--- config.mk ---
export PLATFORM = sky130hd
export DESIGN_NAME = activation_control
export DESIGN_NICKNAME = d
export VERILOG_FILES = /design/src/rtl/tpu_pkg.sv /design/src/rtl/act_align_pipe.sv /design/src/rtl/activation_control.sv
export SDC_FILE = /design/constraint.sdc
export NUM_CORES = 1
export LEC_CHECK = 0
export CAP_MARGIN = 20
export CORE_ASPECT_RATIO = 0.5
export CORE_MARGIN = 10
export CORE_UTILIZATION = 33
export DETAILED_ROUTE_END_ITERATION = 7
export GPL_TIMING_DRIVEN = 0
export PLACE_DENSITY_LB_ADDON = 0.15
export SYNTH_ARGS = -nofsm -noshare
export SYNTH_HDL_FRONTEND = slang
export SYNTH_SLANG_ARGS = --single-unit
export TNS_END_PERCENT = 5
--- constraint.sdc ---
create_clock -name clk -period 4.5 [get_ports clk]
set_input_delay 1.125 -clock clk [delete_from_list [all_inputs] [get_ports clk]]
set_output_delay 1.125 -clock clk [all_outputs]
set_load 0.05 [all_outputs]
--- src/rtl/tpu_pkg.sv ---
// Shared TPU types: data word, activation encodings, activation-stage instruction and FSM state.
package tpu_pkg;

   localparam int unsigned BYTE_WIDTH = 8;
   typedef logic [BYTE_WIDTH-1:0] word_type;

   typedef enum logic [1:0] {
      NO_ACTIVATION = 2'd0,
      RELU          = 2'd1,
      SIGMOID       = 2'd2
   } activation_type;

   // Enable-high latency of the activation unit, data_in to data_out.
   localparam int unsigned ACT_PIPE_LATENCY = 3;

   localparam int unsigned ACT_ACC_ADDR_WIDTH = 9;
   localparam int unsigned ACT_BUF_ADDR_WIDTH = 24;
   localparam int unsigned ACT_LENGTH_WIDTH   = 32;

   typedef struct packed {
      logic [ACT_ACC_ADDR_WIDTH-1:0] acc_addr;
      logic [ACT_BUF_ADDR_WIDTH-1:0] buf_addr;
      logic [ACT_LENGTH_WIDTH-1:0]   length;
      activation_type                func;
      logic                          is_signed;
   } activation_instr_type;

   typedef enum logic [1:0] {
      IDLE  = 2'd0,
      READ  = 2'd1,
      DRAIN = 2'd2
   } act_ctrl_state_type;

   // Map any encoding outside the defined set onto the pass-through function.
   function automatic activation_type sanitize_act(input activation_type f);
      case (f)
         RELU, SIGMOID: return f;
         default:       return NO_ACTIVATION;
      endcase
   endfunction

endpackage

--- src/rtl/act_align_pipe.sv ---
// Valid/address delay line of DEPTH stages with async active-low clear.
// Ports: i_valid/i_addr enter stage 0; o_valid_taps exposes every stage's
// valid (bit DEPTH-1 is the output); o_addr is the address leaving the line.
module act_align_pipe #(
   parameter int unsigned DEPTH      = 5,
   parameter int unsigned ADDR_WIDTH = 24
) (
   input  logic                  clk,
   input  logic                  rst_n,
   input  logic                  i_valid,
   input  logic [ADDR_WIDTH-1:0] i_addr,
   output logic [DEPTH-1:0]      o_valid_taps,
   output logic [ADDR_WIDTH-1:0] o_addr
);

   logic [DEPTH-1:0]      r_valid;
   logic [ADDR_WIDTH-1:0] r_addr [DEPTH];

   // Shift valid and address one stage per cycle.
   always_ff @(posedge clk or negedge rst_n) begin
      if (!rst_n) begin
         r_valid <= '0;
         for (int i = 0; i < int'(DEPTH); i++) r_addr[i] <= '0;
      end else begin
         r_valid   <= {r_valid[DEPTH-2:0], i_valid};
         r_addr[0] <= i_addr;
         for (int i = 1; i < int'(DEPTH); i++) r_addr[i] <= r_addr[i-1];
      end
   end

   assign o_valid_taps = r_valid;
   assign o_addr       = r_addr[DEPTH-1];

endmodule

--- src/rtl/activation_control.sv ---
// Activation-stage sequencer: accepts one instruction, streams accumulator
// row reads, keeps function/signedness aligned with the activation unit's
// data_in, and issues unified-buffer writes after the fixed pipe latency.
// Ports: instr_* handshake/fields in; acc_read_* to accumulator;
// act_* to activation unit; buf_write_* to unified buffer; busy/done status.
module activation_control
   import tpu_pkg::*;
#(
   parameter int unsigned ACC_ADDR_WIDTH   = ACT_ACC_ADDR_WIDTH,
   parameter int unsigned BUF_ADDR_WIDTH   = ACT_BUF_ADDR_WIDTH,
   parameter int unsigned LENGTH_WIDTH     = ACT_LENGTH_WIDTH,
   parameter int unsigned ACC_READ_LATENCY = 2,
   parameter int unsigned ACT_LATENCY      = ACT_PIPE_LATENCY
) (
   input  logic                      clk,
   input  logic                      rst,
   input  logic                      instr_valid,
   output logic                      instr_ready,
   input  logic [ACC_ADDR_WIDTH-1:0] instr_acc_addr,
   input  logic [BUF_ADDR_WIDTH-1:0] instr_buf_addr,
   input  logic [LENGTH_WIDTH-1:0]   instr_length,
   input  activation_type            instr_function,
   input  logic                      instr_signed,
   output logic                      acc_read_en,
   output logic [ACC_ADDR_WIDTH-1:0] acc_read_addr,
   output logic                      act_enable,
   output activation_type            act_function,
   output logic                      act_signed,
   output logic                      buf_write_en,
   output logic [BUF_ADDR_WIDTH-1:0] buf_write_addr,
   output logic                      busy,
   output logic                      done
);

   localparam int unsigned PIPE_DEPTH = ACC_READ_LATENCY + ACT_LATENCY;

   act_ctrl_state_type        r_state, w_state_nxt;
   logic [LENGTH_WIDTH-1:0]   r_remaining, w_remaining_nxt;
   logic [BUF_ADDR_WIDTH-1:0] r_issue_buf, w_issue_buf_nxt;
   logic [ACC_ADDR_WIDTH-1:0] r_acc_read_addr, w_rd_addr_nxt;
   logic                      r_acc_read_en, w_rd_en_nxt;
   logic                      r_done, w_done_nxt;
   logic                      w_latch;
   logic                      r_instr_ready, r_busy, r_act_signed;
   logic                      r_lat_signed;
   activation_type            r_lat_function, r_act_function;
   logic [PIPE_DEPTH-1:0]     w_taps;
   logic [BUF_ADDR_WIDTH-1:0] w_pipe_addr;
   logic                      w_fn_load;
   logic                      w_last_write;

   act_align_pipe #(
      .DEPTH      (PIPE_DEPTH),
      .ADDR_WIDTH (BUF_ADDR_WIDTH)
   ) u_align (
      .clk          (clk),
      .rst_n        (rst),
      .i_valid      (r_acc_read_en),
      .i_addr       (r_issue_buf),
      .o_valid_taps (w_taps),
      .o_addr       (w_pipe_addr)
   );

   // Load function/signedness one cycle before a row reaches the activation unit.
   generate
      if (ACC_READ_LATENCY >= 2) begin : g_fn_tap
         assign w_fn_load = w_taps[ACC_READ_LATENCY-2];
      end else begin : g_fn_direct
         assign w_fn_load = r_acc_read_en;
      end
   endgenerate

   // Last write: output stage valid with nothing behind it.
   assign w_last_write = w_taps[PIPE_DEPTH-1] && (w_taps[PIPE_DEPTH-2:0] == '0);

   // Next-state and next-output decode.
   always_comb begin
      w_state_nxt     = r_state;
      w_rd_en_nxt     = 1'b0;
      w_rd_addr_nxt   = r_acc_read_addr;
      w_issue_buf_nxt = r_issue_buf;
      w_remaining_nxt = r_remaining;
      w_done_nxt      = 1'b0;
      w_latch         = 1'b0;
      case (r_state)
         IDLE: begin
            if (instr_valid) begin
               w_latch = 1'b1;
               if (instr_length != '0) begin
                  w_state_nxt     = READ;
                  w_rd_en_nxt     = 1'b1;
                  w_rd_addr_nxt   = instr_acc_addr;
                  w_issue_buf_nxt = instr_buf_addr;
                  w_remaining_nxt = instr_length - LENGTH_WIDTH'(1);
               end else begin
                  w_done_nxt = 1'b1;
               end
            end
         end
         READ: begin
            if (r_remaining != '0) begin
               w_rd_en_nxt     = 1'b1;
               w_rd_addr_nxt   = r_acc_read_addr + ACC_ADDR_WIDTH'(1);
               w_issue_buf_nxt = r_issue_buf + BUF_ADDR_WIDTH'(1);
               w_remaining_nxt = r_remaining - LENGTH_WIDTH'(1);
            end else begin
               w_state_nxt = DRAIN;
            end
         end
         DRAIN: begin
            if (w_last_write) begin
               w_state_nxt = IDLE;
               w_done_nxt  = 1'b1;
            end
         end
         default: w_state_nxt = IDLE;
      endcase
   end

   // State and registered outputs.
   always_ff @(posedge clk or negedge rst) begin
      if (!rst) begin
         r_state         <= IDLE;
         r_remaining     <= '0;
         r_issue_buf     <= '0;
         r_acc_read_addr <= '0;
         r_acc_read_en   <= 1'b0;
         r_done          <= 1'b0;
         r_instr_ready   <= 1'b1;
         r_busy          <= 1'b0;
         r_lat_function  <= NO_ACTIVATION;
         r_lat_signed    <= 1'b0;
         r_act_function  <= NO_ACTIVATION;
         r_act_signed    <= 1'b0;
      end else begin
         r_state         <= w_state_nxt;
         r_remaining     <= w_remaining_nxt;
         r_issue_buf     <= w_issue_buf_nxt;
         r_acc_read_addr <= w_rd_addr_nxt;
         r_acc_read_en   <= w_rd_en_nxt;
         r_done          <= w_done_nxt;
         r_instr_ready   <= (w_state_nxt == IDLE);
         r_busy          <= (w_state_nxt != IDLE);
         if (w_latch) begin
            r_lat_function <= sanitize_act(instr_function);
            r_lat_signed   <= instr_signed;
         end
         if (w_fn_load) begin
            r_act_function <= r_lat_function;
            r_act_signed   <= r_lat_signed;
         end
      end
   end

   assign instr_ready    = r_instr_ready;
   assign acc_read_en    = r_acc_read_en;
   assign acc_read_addr  = r_acc_read_addr;
   assign act_enable     = r_busy;
   assign act_function   = r_act_function;
   assign act_signed     = r_act_signed;
   assign buf_write_en   = w_taps[PIPE_DEPTH-1];
   assign buf_write_addr = w_pipe_addr;
   assign busy           = r_busy;
   assign done           = r_done;

endmodule
==> impl_results.html, run 1 <==
<table>
<tr><th>Metric</th><th>Value</th></tr>
<tr><th colspan="2">Outcome</th></tr>
<tr><td>Result of the run</td><td>completed</td></tr>
<tr><th colspan="2">Placement</th></tr>
<tr><td>Placed cell area</td><td>approximately 10,000 sq um</td></tr>
<tr><td>Final weighted congestion in routability-driven placement</td><td>between 0.8 and 0.9</td></tr>
<tr><td>Worst-case setup slack after placement</td><td>-0.812 ns</td></tr>
<tr><td>Post-placement cell count</td><td>roughly 1,300</td></tr>
<tr><td>Detail Placement HPWL</td><td>a little under 20,000 microns</td></tr>
<tr><td>Port Buffers</td><td>112</td></tr>
<tr><th colspan="2">Floorplanning</th></tr>
<tr><td>Die Ht</td><td>approximately 140 microns</td></tr>
<tr><td>Initial core utilization</td><td>between 30% and 40%</td></tr>
<tr><td>Floorplan Core Area</td><td>~26,000 sq um</td></tr>
<tr><td>Die extent in x</td><td>250 microns</td></tr>
<tr><td>I/O pin cnt</td><td>113</td></tr>
<tr><td>Area of the die</td><td>33,900 sq um</td></tr>
<tr><td>Placement row count</td><td>42</td></tr>
<tr><th colspan="2">Routing</th></tr>
<tr><td>Overall via count from detail_route</td><td>about 7,200</td></tr>
<tr><td>Detail-routed via count per cell</td><td>5.33</td></tr>
<tr><td>Post-detailed-route count of antenna-violating nets</td><td>0</td></tr>
<tr><td>Number of remaining DRC errors</td><td>0</td></tr>
<tr><td>Drt initial violations</td><td>648</td></tr>
<tr><td>Routed length per instance</td><td>around 21 microns</td></tr>
<tr><td>Detailed Routing Iterations Pass 1</td><td>5</td></tr>
<tr><td>Total length of routed wires</td><td>between 20,000 and 30,000 microns</td></tr>
<tr><th colspan="2">Power and ir drop</th></tr>
<tr><td>Peak ir drop on the vdd network</td><td>around 0.23 mV</td></tr>
<tr><td>Internal power summed over all cells</td><td>between 2 and 3 mW</td></tr>
<tr><td>Overall power consumption</td><td>slightly below 4 mW</td></tr>
<tr><td>Net switching power figure</td><td>approximately 970 uW</td></tr>
<tr><td>Net Sw Frac</td><td>between 20% and 30%</td></tr>
<tr><td>Power per Cell Area</td><td>between 300 and 400 nW/um^2</td></tr>
<tr><td>Share of total power in sequential cells</td><td>about half</td></tr>
<tr><td>Clk network pwr share</td><td>a little over two fifths</td></tr>
<tr><td>Leakage power total</td><td>roughly 4.8 nW</td></tr>
<tr><td>Combinational share of power</td><td>under 10%</td></tr>
<tr><th colspan="2">GRT</th></tr>
<tr><td>Global-route wire length before repair</td><td>42,800 microns</td></tr>
<tr><td>Gr busiest metal</td><td>met2</td></tr>
<tr><td>Met2 Use GR</td><td>27.5%</td></tr>
<tr><td>Aggregate global-route resource usage</td><td>between 10% and 20%</td></tr>
<tr><td>Number of global-route vias before repair</td><td>7,163</td></tr>
<tr><td>Met3 demand-to-capacity share in global routing</td><td>3.04%</td></tr>
<tr><td>Largest net degree at the start of global routing</td><td>between 100 and 150</td></tr>
<tr><td>Initial antenna violation count</td><td>0</td></tr>
<tr><td>GR Layer Usage met1</td><td>between 20% and 30%</td></tr>
<tr><td>Total global routing overflow</td><td>0</td></tr>
<tr><th colspan="2">Critical path</th></tr>
<tr><td>Cell type of the slowest stage on the worst timing path</td><td>o31ai_2</td></tr>
<tr><td>Worst path most repeated cell</td><td>o21ai_0</td></tr>
<tr><td>Worst endpoint data arrival time</td><td>4.65 ns</td></tr>
<tr><td>Series of cell instances along the critical path</td><td>clkdlybuf4s50_1, nor4_1, nand3_1, o31ai_2, and2_1, clkbuf_1, clkbuf_2, o21ai_0, o21ai_0</td></tr>
<tr><td>Dominant delay contributor by cell family on the critical path</td><td>buffers and inverters</td></tr>
<tr><td>Required time at the worst-slack endpoint</td><td>4.92 ns</td></tr>
<tr><td>Depth of the most critical reg-to-reg path</td><td>14</td></tr>
<tr><td>Largest incremental delay on the critical path</td><td>between 0.6 and 0.7 ns</td></tr>
<tr><td>Crit Path Category</td><td>input port to flop</td></tr>
<tr><td>Worst flop-to-flop path startpoint</td><td>r_state[0]$_DFF_PN0_</td></tr>
<tr><td>Startpoint class of the critical path</td><td>input port</td></tr>
<tr><td>Endpoint of the most critical register-to-register path</td><td>r_remaining[16]$_DFFE_PN0P_</td></tr>
<tr><td>Register-to-register setup slack</td><td>approximately 0.63 ns</td></tr>
<tr><td>Worst-path fanout max</td><td>10</td></tr>
<tr><td>Buf/Inv on CP</td><td>3</td></tr>
<tr><td>Setup crit end kind</td><td>flop</td></tr>
<tr><th colspan="2">STA</th></tr>
<tr><td>Period Utilization, post-route</td><td>94.2%</td></tr>
<tr><td>Highest clock frequency the design can meet</td><td>roughly 240 MHz</td></tr>
<tr><td>Final worst setup slack</td><td>between 0.2 and 0.3 ns</td></tr>
<tr><td>Setup Total Neg Slack</td><td>0 ns</td></tr>
<tr><td>Transition time at the pin with the least slew margin</td><td>~1.0 ns</td></tr>
<tr><td>Final-report hold violation count</td><td>0</td></tr>
<tr><td>Final setup violating endpoints</td><td>0</td></tr>
<tr><td>Slew margin rel.</td><td>between 30% and 40%</td></tr>
<tr><td>Post-Route Skew</td><td>0.0170 ns</td></tr>
<tr><td>Number of max-slew violations in the final report</td><td>0</td></tr>
<tr><td>Final critical-path required period</td><td>4.24 ns</td></tr>
<tr><td>Unrepaired setup endpoints after global routing</td><td>false</td></tr>
<tr><th colspan="2">Cells and area</th></tr>
<tr><td>Area grow syn2layout</td><td>26.2%</td></tr>
<tr><td>Final-stage net count</td><td>approximately 1,100</td></tr>
<tr><td>Area taken by multi-input logic gates</td><td>around 3300 sq um</td></tr>
<tr><td>Summed area of non-filler cells in the final layout</td><td>between 10,000 and 15,000 sq um</td></tr>
<tr><td>Number of antenna cells inserted</td><td>0</td></tr>
<tr><td>Layout filler cell count</td><td>around 2,600</td></tr>
<tr><td>Number of non-filler instances in the completed layout</td><td>around 1,400</td></tr>
<tr><td>Sequential cell area in the final layout</td><td>5060 sq um</td></tr>
<tr><td>Layout cell share with drive strength beyond 1</td><td>about a tenth</td></tr>
<tr><th colspan="2">Job</th></tr>
<tr><td>Max-capacitance violation count</td><td>0</td></tr>
<tr><th colspan="2">CTS</th></tr>
<tr><td>Clock root buffer</td><td>clkbuf_16</td></tr>
<tr><td>Clock latency reported for the late side of the worst-skew pair</td><td>about 0.52 ns</td></tr>
<tr><td>Number of clock sinks</td><td>about 200</td></tr>
<tr><td>Clock-pin slew on the worst setup and hold paths</td><td>about 0.060 ns</td></tr>
<tr><td>Maximum level of the CTS H-tree</td><td>1</td></tr>
<tr><td>Clock Tree Buf Depth</td><td>3</td></tr>
<tr><td>CTS tree</td><td>yes</td></tr>
<tr><td>Clock buffer count from CTS</td><td>20</td></tr>
<tr><th colspan="2">Min path</th></tr>
<tr><td>Instance count along the most critical hold path</td><td>0</td></tr>
<tr><td>Critical hold path startpoint</td><td>u_align.r_addr[68]$_DFF_PN0_</td></tr>
<tr><td>End point of the most critical hold path</td><td>u_align.r_addr[44]$_DFF_PN0_</td></tr>
<tr><td>Min-delay worst type</td><td>flop to flop</td></tr>
<tr><th colspan="2">Yosys</th></tr>
<tr><td>Post-synthesis instance area</td><td>a little under 9000 sq um</td></tr>
<tr><td>Synthesized instance count</td><td>850</td></tr>
<tr><td>Most frequently used flop master after synthesis</td><td>dfrtp_1</td></tr>
<tr><td>FF+latch count, synth</td><td>202</td></tr>
<tr><td>Part of the Yosys area used for sequential elements</td><td>57.7%</td></tr>
<tr><td>Yosys cell types</td><td>64</td></tr>
<tr><td>Number of enable-type register cells in the synthesized netlist</td><td>0</td></tr>
<tr><td>Fraction of registers with async set/reset</td><td>between 90% and 100%</td></tr>
<tr><td>Average footprint of a synthesized cell</td><td>10.3 sq um</td></tr>
<tr><td>Warning count from the yosys run</td><td>0</td></tr>
<tr><td>Post-Syn Nets</td><td>about 920</td></tr>
</table>
-- through the flow --
| step | hold slack, ns | utilization [%] |
|---|---|---|
| global route | 0.351 | 42.1 |
| global placement | 0.332 | 39.3 |
| CTS | 0.348 | 42.0 |
| finish | 0.347 | 42.1 |
| detailed placement | 0.335 | 39.4 |
| floorplan | 0.331 | - |
-- layer usage --
layer  vias up  share of wire [%]
met5         -                  0
met4         0                1.8
met3        37                6.6
met2       264                 49
met1      3577                 43
li1       3325                  -
-- worst max path at each step --
stage | startpoint | endpoint | depth (start not counted)
after global routing | instr_length[18] | r_remaining[3]$_DFFE_PN0P_ | 9
after detailed placement | r_state[0]$_DFF_PN0_ | r_remaining[22]$_DFFE_PN0P_ | 15
after CTS | instr_length[18] | r_remaining[9]$_DFFE_PN0P_ | 9
after floorplan | r_state[1]$_DFF_PN0_ | r_remaining[22]$_DFFE_PN0P_ | 15
final | instr_length[18] | r_remaining[9]$_DFFE_PN0P_ | 9
after global placement | rst | r_lat_function[0]$_DFFE_PN0P_ | 1
-- cells in the final DEF, fill, tap and decap left out, types with 21 or more instances in the layout --
cell type	n
clkdlybuf4s50_1	111
nand2_1	80
o21ai_0	54
nor2_1	79
buf_4	30
clkbuf_1	26
mux2i_1	21
nand3_1	27
a21oi_1	91
dfrtp_1	201
nor3_1	24
-- timing repair --
item / in CTS / in global routing
pin swaps: 0 / 1
endpoints found under the hold margin: 0 / 0
hold buffers: 0 / 0
resized for setup: 2 / 4
endpoints found under the setup margin: 23 / 12
setup buffers: 0 / 2
-- kinds of logic after synthesis --
kind of cell | share of synthesized area (%)
buffers and inverters | 4.78
multiplexers | 3.86
adder cells (fa/ha/maj) | 0.428
AND/OR/NAND/NOR | 16.5
AO/OA/AOI/OAI | 16.7
flip-flops | 57.7
-- power groups by stage --
stage	sequential (mW)	combinational [mW]	clock, mW
detailed placement	1.94	0.312	0
global placement	1.94	0.302	0
finish	1.91	0.313	1.74
floorplan	1.92	0.153	0
CTS	1.90	0.313	1.80
global route	1.91	0.349	1.87
-- Yosys cell counts, types with 5 or more instances --
library cell	instances	share of area (%)
nand2b_1	10	0.71
buf_1	7	0.30
o22ai_1	19	1.4
and3_1	6	0.43
nor2_1	79	3.4
nand2_1	80	3.4
nor3_1	24	1.4
o21a_1	6	0.51
or3_1	7	0.50
buf_4	27	2.3
inv_1	13	0.56
o21ai_0	54	3.1
mux2i_1	21	2.4
nand3b_1	6	0.51
a31oi_1	11	0.79
a21oi_1	91	5.2
nand4_1	14	1.0
buf_2	5	0.29
nand3_1	27	1.5
a211oi_1	11	0.94
dfrtp_1	201	57
nor4_1	14	1.0
o31ai_1	8	0.69
clkbuf_1	27	1.2
mux2_2	10	1.3
-- flip-flops by register name, summed over array words and instances, names as in the netlist, 2 cells and up --
signal,flops
act_function,2
u_align.r_addr,96
u_align.o_addr,24
r_lat_function,2
r_issue_buf,24
u_align.o_valid_taps,5
r_state,2
r_remaining,32
acc_read_addr,9
-- area by class of cell --
class,count,area share [%]
flip-flops and latches,202,45.7
multi-input cells,567,29.8
repair buffers,115,10.6
clock buffers,26,5.09
well taps,352,3.98
plain buffers,65,3.29
clock inverters,10,1.12
inverters,14,0.475
No activity file was read; power rests on OpenSTA's default activity.
==> run 2: changes to the inputs <==
Settings changed: TNS_END_PERCENT 5 to unset.
==> results of run 2 <==
Final layout, timing and power as in run 1 (identical DEF).
==> run 3: changes to the inputs <==
Settings changed: CORE_UTILIZATION 33 to 57, CTS_BUF_LIST set to sky130_fd_sc_hd__clkbuf_8.
==> impl_results.html, run 3 (synthesized netlist as in run 1, its figures left out) <==
<table>
<tr><th>Metric</th><th>Value</th></tr>
<tr><th colspan="2">Floorplanning</th></tr>
<tr><td>Initial core utilization</td><td>59.4% (+26 points)</td></tr>
<tr><td>Die Ht</td><td>108 microns (-20%)</td></tr>
<tr><td>Floorplan Core Area</td><td>14,700 sq um (-44%)</td></tr>
<tr><td>Area of the die</td><td>21,000 sq um (-38%)</td></tr>
<tr><td>Placement row count</td><td>31 (-26%)</td></tr>
<tr><td>I/O pin cnt</td><td>113 (unchanged)</td></tr>
<tr><td>Die extent in x</td><td>195 microns (-22%)</td></tr>
<tr><th colspan="2">CTS</th></tr>
<tr><td>Number of clock sinks</td><td>202 (unchanged)</td></tr>
<tr><td>Maximum level of the CTS H-tree</td><td>1 (unchanged)</td></tr>
<tr><td>CTS tree</td><td>yes</td></tr>
<tr><td>Clock root buffer</td><td>clkbuf_8</td></tr>
<tr><td>Clock latency reported for the late side of the worst-skew pair</td><td>0.56 ns (+0.04 ns)</td></tr>
<tr><td>Clock Tree Buf Depth</td><td>3 (unchanged)</td></tr>
<tr><td>Clock-pin slew on the worst setup and hold paths</td><td>0.07 ns (about the same)</td></tr>
<tr><td>CTS Hold Buffers Added</td><td>0 (unchanged)</td></tr>
<tr><td>Clock buffer count from CTS</td><td>28 (+40%)</td></tr>
<tr><th colspan="2">Critical path</th></tr>
<tr><td>Setup crit end kind</td><td>flop</td></tr>
<tr><td>Required time at the worst-slack endpoint</td><td>4.97 ns (+0.05 ns)</td></tr>
<tr><td>Startpoint class of the critical path</td><td>input port</td></tr>
<tr><td>Worst flop-to-flop path startpoint</td><td>r_state[0]$_DFF_PN0_</td></tr>
<tr><td>Dominant delay contributor by cell family on the critical path</td><td>buffers and inverters</td></tr>
<tr><td>Worst endpoint data arrival time</td><td>4.99 ns (+0.34 ns)</td></tr>
<tr><td>Crit Path Category</td><td>input port to flop</td></tr>
<tr><td>Endpoint of the most critical register-to-register path</td><td>r_remaining[22]$_DFFE_PN0P_</td></tr>
<tr><td>Cell type of the slowest stage on the worst timing path</td><td>nor4_1</td></tr>
<tr><td>Register-to-register setup slack</td><td>0.24 ns (-0.39 ns)</td></tr>
<tr><td>Depth of the most critical reg-to-reg path</td><td>13 (-1)</td></tr>
<tr><td>Buf/Inv on CP</td><td>3 (unchanged)</td></tr>
<tr><td>Worst-path fanout max</td><td>10 (unchanged)</td></tr>
<tr><td>Largest incremental delay on the critical path</td><td>0.68 ns (+0.06 ns)</td></tr>
<tr><td>Series of cell instances along the critical path</td><td>clkdlybuf4s50_1, nor4_1, nand4_1, o31ai_2, and2_1, clkbuf_1, clkbuf_1, o21ai_0, o21ai_0</td></tr>
<tr><th colspan="2">Cells and area</th></tr>
<tr><td>Max reg flops</td><td>96 (unchanged)</td></tr>
<tr><td>Registers with the highest flip-flop counts</td><td>u_align.r_addr: 96 flops, r_remaining: 32 flops</td></tr>
<tr><td>Area grow syn2layout</td><td>22.7%</td></tr>
<tr><td>Final-stage net count</td><td>1,065 (+0.57%)</td></tr>
<tr><td>Summed area of non-filler cells in the final layout</td><td>10,700 sq um (-2.8%)</td></tr>
<tr><td>End-of-flow core utilization</td><td>72.9% (+31 points)</td></tr>
<tr><td>Commonest cells after routing, fill and taps aside</td><td>201 x dfrtp_1, 111 x clkdlybuf4s50_1, 91 x a21oi_1</td></tr>
<tr><td>Most common library cell in the layout ignoring fill and taps</td><td>dfrtp_1</td></tr>
<tr><td>Layout cell share with drive strength beyond 1</td><td>9.97% (+0.16 points)</td></tr>
<tr><td>Top register by number of flip-flops</td><td>u_align.r_addr</td></tr>
<tr><td>Number of antenna cells inserted</td><td>0 (unchanged)</td></tr>
<tr><th colspan="2">STA</th></tr>
<tr><td>Final setup violating endpoints</td><td>2 (+2)</td></tr>
<tr><td>Slew margin rel.</td><td>40.6% (+10 points)</td></tr>
<tr><td>Post-Route Skew</td><td>0.0221 ns (+0.00511 ns)</td></tr>
<tr><td>Final worst setup slack</td><td>-0.0169 ns (-0.279 ns)</td></tr>
<tr><td>Final critical-path required period</td><td>4.52 ns (+0.279 ns)</td></tr>
<tr><td>Number of max-slew violations in the final report</td><td>0 (unchanged)</td></tr>
<tr><td>Highest clock frequency the design can meet</td><td>221 MHz (-6.2%)</td></tr>
<tr><td>Final-report hold violation count</td><td>0 (unchanged)</td></tr>
<tr><td>Unrepaired setup endpoints after global routing</td><td>false</td></tr>
<tr><td>Transition time at the pin with the least slew margin</td><td>0.883 ns (-0.151 ns)</td></tr>
<tr><td>Period Utilization, post-route</td><td>100% (+6.2 points)</td></tr>
<tr><th colspan="2">Min path</th></tr>
<tr><td>Critical hold path startpoint</td><td>u_align.r_addr[107]$_DFF_PN0_</td></tr>
<tr><td>Min-delay worst type</td><td>flop to flop</td></tr>
<tr><td>End point of the most critical hold path</td><td>u_align.r_addr[83]$_DFF_PN0_</td></tr>
<tr><td>Instance count along the most critical hold path</td><td>0 (unchanged)</td></tr>
<tr><th colspan="2">GRT</th></tr>
<tr><td>Total global routing overflow</td><td>0 (unchanged)</td></tr>
<tr><td>Aggregate global-route resource usage</td><td>24.4% (+8.4 points)</td></tr>
<tr><td>Global-route wire length before repair</td><td>41,400 microns (-3.2%)</td></tr>
<tr><td>Largest net degree at the start of global routing</td><td>134 (+13%)</td></tr>
<tr><td>Initial antenna violation count</td><td>0 (unchanged)</td></tr>
<tr><td>Number of global-route vias before repair</td><td>7,710 (+7.6%)</td></tr>
<tr><th colspan="2">Power and ir drop</th></tr>
<tr><td>Power per Cell Area</td><td>341 nW/um^2 (-4.8%)</td></tr>
<tr><td>Peak ir drop on the vdd network</td><td>0.189 mV (-18%)</td></tr>
<tr><td>Leakage power total</td><td>4.76 nW (about the same)</td></tr>
<tr><th colspan="2">Outcome</th></tr>
<tr><td>Result of the run</td><td>complete, but fails checks</td></tr>
<tr><td>Violated checks</td><td>negative setup slack</td></tr>
<tr><th colspan="2">Routing</th></tr>
<tr><td>Drt initial violations</td><td>998 (+54%)</td></tr>
<tr><td>Routed length per instance</td><td>21.5 microns (+3.9%)</td></tr>
<tr><td>Post-detailed-route count of antenna-violating nets</td><td>0 (unchanged)</td></tr>
<tr><td>Detailed Routing Iterations Pass 1</td><td>6 (+1)</td></tr>
<tr><td>Total length of routed wires</td><td>26,100 microns (-6.9%)</td></tr>
<tr><td>Number of remaining DRC errors</td><td>0 (unchanged)</td></tr>
<tr><td>Detail-routed via count per cell</td><td>6.31 (+18%)</td></tr>
<tr><td>Overall via count from detail_route</td><td>7,642 (+6.1%)</td></tr>
<tr><th colspan="2">Placement</th></tr>
<tr><td>Final weighted congestion in routability-driven placement</td><td>0.984 (+9.5%)</td></tr>
<tr><td>Port Buffers</td><td>112 (unchanged)</td></tr>
<tr><td>Placed cell area</td><td>10,200 sq um (-1.9%)</td></tr>
<tr><td>Detail Placement HPWL</td><td>18,600 microns (-5.7%)</td></tr>
<tr><th colspan="2">Job</th></tr>
<tr><td>Max-capacitance violation count</td><td>0 (unchanged)</td></tr>
</table>
-- run 3: changes by cell type in the layout (fill, tap and decap cells not counted) --
cell / before / now
clkbuf_8: 4 / 34
clkinv_2: 2 / 4
clkbuf_2: 2 / 0
clkinvlp_4: 5 / 0
bufinv_16: 2 / 1
clkbuf_16: 20 / 0
inv_1: 13 / 24
buf_4: 30 / 28
clkinv_4: 0 / 1
-- run 3: routing by layer --
layer  share of wire, %  global-route usage (%)
met5                  0                       0
met2                 46                    39.2
met1                 40                    32.2
met4                2.7                    8.72
met3                 11                    5.41
-- run 3: report_power, final --
part	internal (mW)	leakage, nW	switching (mW)	total [mW]
clock	0.748	0.344	0.693	1.44
combinational	0.131	1.84	0.183	0.314
sequential	1.85	2.57	0.0586	1.91
total	2.73	4.76	0.934	3.67
-- run 3: worst max path at each step --
stage | cells past startpoint | startpoint | slack (ns) | end
floorplan | 15 | r_state[1]$_DFF_PN0_ | 0.85 | r_remaining[22]$_DFFE_PN0P_
global route | 13 | r_state[0]$_DFF_PN0_ | 0.03 | r_remaining[22]$_DFFE_PN0P_
finish | 9 | instr_length[11] | -0.02 | r_issue_buf[19]$_DFFE_PN0P_
CTS | 13 | r_state[0]$_DFF_PN0_ | 0.15 | r_remaining[22]$_DFFE_PN0P_
detailed placement | 15 | r_state[0]$_DFF_PN0_ | -0.71 | r_remaining[22]$_DFFE_PN0P_
global placement | 1 | rst | -5.76 | u_align.r_addr[29]$_DFF_PN0_
-- run 3: layout make-up --
class                   count  area [sq um]
flip-flops and latches    202          5060
inverters                  14          52.6
clock inverters            18           116
well taps                 198           248
clock buffers              34           468
repair buffers            113          1150
plain buffers              65           362
multi-input cells         567          3290
fillers                  1043          3990
-- run 3: worst register-to-register path: stages, from the launching register on --
cell and delay, ns:
dfrtp_1 0.45, nor2b_1 0.19, buf_6 0.20, buf_2 0.27, buf_2 0.32, buf_4 0.44
mux2i_1 0.29, ha_1 0.21, inv_1 0.12, nor4_4 0.57, nand2_1 0.34, and4b_1 0.39
o21ai_0 0.11, a211oi_1 0.28
-- run 3: per-stage QoR --
stage                     std cells  TNS [ns]  hold slack [ns]  total power, mW  setup WS (ns)
after floorplan                 850         0            0.331             2.07          0.851
after global placement         1160  -1183.07            0.331             2.23          -5.76
after detailed placement       1161    -24.81            0.335             2.25         -0.713
after CTS                      1211         0            0.348             3.68          0.147
after global routing           1211         0            0.354             3.81         0.0272
final                          1211   -0.0248            0.346             3.67        -0.0169
-- run 3: timing repair --
action | 4_1_cts | 5_1_grt
hold endpoints to repair | 0 | 0
setup buffers | 0 | 0
cloned | 0 | 0
pin swaps | 0 | 0
setup endpoints to repair | 18 | 4
gates resized for setup | 1 | 2
==> edit (flow settings as in run 3) <==
Encoding of `act_ctrl_state_type`: now one-hot (3 bits for 3 states).
--- a/src/rtl/tpu_pkg.sv
+++ b/src/rtl/tpu_pkg.sv
@@ -25,10 +25,10 @@
       logic                          is_signed;
    } activation_instr_type;
 
-   typedef enum logic [1:0] {
-      IDLE  = 2'd0,
-      READ  = 2'd1,
-      DRAIN = 2'd2
+   typedef enum logic [2:0] {
+      IDLE  = 3'b001,
+      READ  = 3'b010,
+      DRAIN = 3'b100
    } act_ctrl_state_type;
 
    // Map any encoding outside the defined set onto the pass-through function.
Formal check against the unedited RTL: same outputs for any inputs over 10 cycles, from zero or initial values and one cycle with rst low; not proved beyond that.
==> edit against run 3 <==
  * First-iteration DRC count is 20% lower
  * Routed wire length is 1.2% lower
  * Final area is 1.0% higher
  * Sequential cell count is 1 higher
  * Worst hold slack worse by 0.0052 ns
  * Setup slack better by 0.32 ns
  * Sequential share of layout area is 0.24 points lower
  * Global-route usage is 0.56 points lower
  * Non-clock buffer count is 5 higher
  * Area after synthesis is 0.64% higher
  * Highest routed layer unchanged
Power is not compared: it rests on default switching activity, and its combinational part moved more than twofold at a synthesized area within 25%.
==> edit: results (changes against run 3) <==
metric;value;unit;change
via_per_inst;6.236;;-1.2%
maxSlewHeadroom;0.4399;;+0.03355
grt_use_total;0.2385;;-0.005619
place_ws;-1.062;ns;-0.3490 ns
outcome;completed;;
skew;0.02310;ns;+0.0009862 ns
fp-row-count;32;;+3.2%
multi_input_area;3314;µm²;+0.72%
fin_nets;1056;;-0.85%
synth-adder-area-share;0.004257;;-0.00002736
drtIter0Drc;796;;-20%
avgSynthCellArea;10.50;µm²;+1.8%
n_fill_cell;1148;;+10%
detailed_place.area;10230;µm²;+0.63%
grt_max_degree;110;;-18%
cp_data_arrival_time;4.63;ns;-0.36 ns
vias;7521;;-1.6%
synth_commonest_cells;dfrtp_1, a21oi_1, nor2_1;;
seq_share;0.4681;;-0.002403
inv_count;11;;-3
nClkBuffers;38;;+12%
ys_seq_area_frac;0.5764;;-0.0007053
cp_slowest_cell;or4_4;;
wl_per_cell;21.35;µm;-0.77%
synth_area_leaders;dfrtp_1, a21oi_1, o21ai_0;;
drive_above_1_share;0.1128;;+0.01307
clock_area_frac;0.05635;;+0.001978
slowest_delay;0.48;ns;-0.20 ns
multi_input_cells;555;;-2.1%
cts.sinks;203;;+0.50%
seq_area;5082;µm²;+0.52%
dpl.hpwl;17730;µm;-4.5%
synth_compound_area_frac;0.1784;;+0.01142
muxShareOfSynthArea;0.03179;;-0.006774
synth.distinct_cells;70;;+9.4%
globalplace.congestion;0.9645;;-2.0%
syn_nets;914;;-1.1%
placed_cells;1157;;-0.34%
grt_pass1_wl;40790;µm;-1.5%
synth_xor_xnor_area_share;0.002980;;+0.002980
edit: cell count changes after synthesis, sizes merged, moves of 4 or more:
cell,run 3,this run
nor2,80,69
a21o,2,6
buf,40,46
and3,6,2
nand2,80,54
or4,4,8
o31ai,8,3
nand3,28,16
a2111oi,1,9
nor3b,1,8
a22oi,4,0
nor4,16,22
nor3,24,37
edit: what timing repair did:
action / in CTS / in global routing
setup endpoints to repair: 13 / 8
endpoints found under the hold margin: 0 / 0
resized for setup: 6 / 2
pin swaps: 1 / 0
buffers inserted: 1 / 0
edit: metal layers:
| metal | track usage | routed length [µm] | share of wire |
|---|---|---|---|
| met4 | 0.08180 | 682 | 0.026 |
| met2 | 0.3888 | 12110 | 0.47 |
| met1 | 0.3141 | 10480 | 0.41 |
| met3 | 0.05159 | 2476 | 0.096 |
| met5 | 0 | 0 | 0 |
edit: final timing paths:
| kind | from | to | slack [ns] | cells after the start |
|---|---|---|---|---|
| worst max-delay path | r_state[2]$_DFF_PN0_ | r_remaining[28]$_DFFE_PN0P_ | 0.30 | 14 |
| worst min-delay path | u_align.r_addr[71]$_DFF_PN0_ | u_align.r_addr[47]$_DFF_PN0_ | 0.34 | 0 |
| worst max register to register | r_state[2]$_DFF_PN0_ | r_remaining[28]$_DFFE_PN0P_ | 0.30 | 14 |
| worst min register to register | u_align.r_addr[71]$_DFF_PN0_ | u_align.r_addr[47]$_DFF_PN0_ | 0.34 | 0 |
| max in group asynchronous | rst | u_align.r_addr[48]$_DFF_PN0_ | 2.94 | 2 |
| min in group asynchronous | rst | u_align.o_addr[15]$_DFF_PN0_ | 0.61 | 1 |
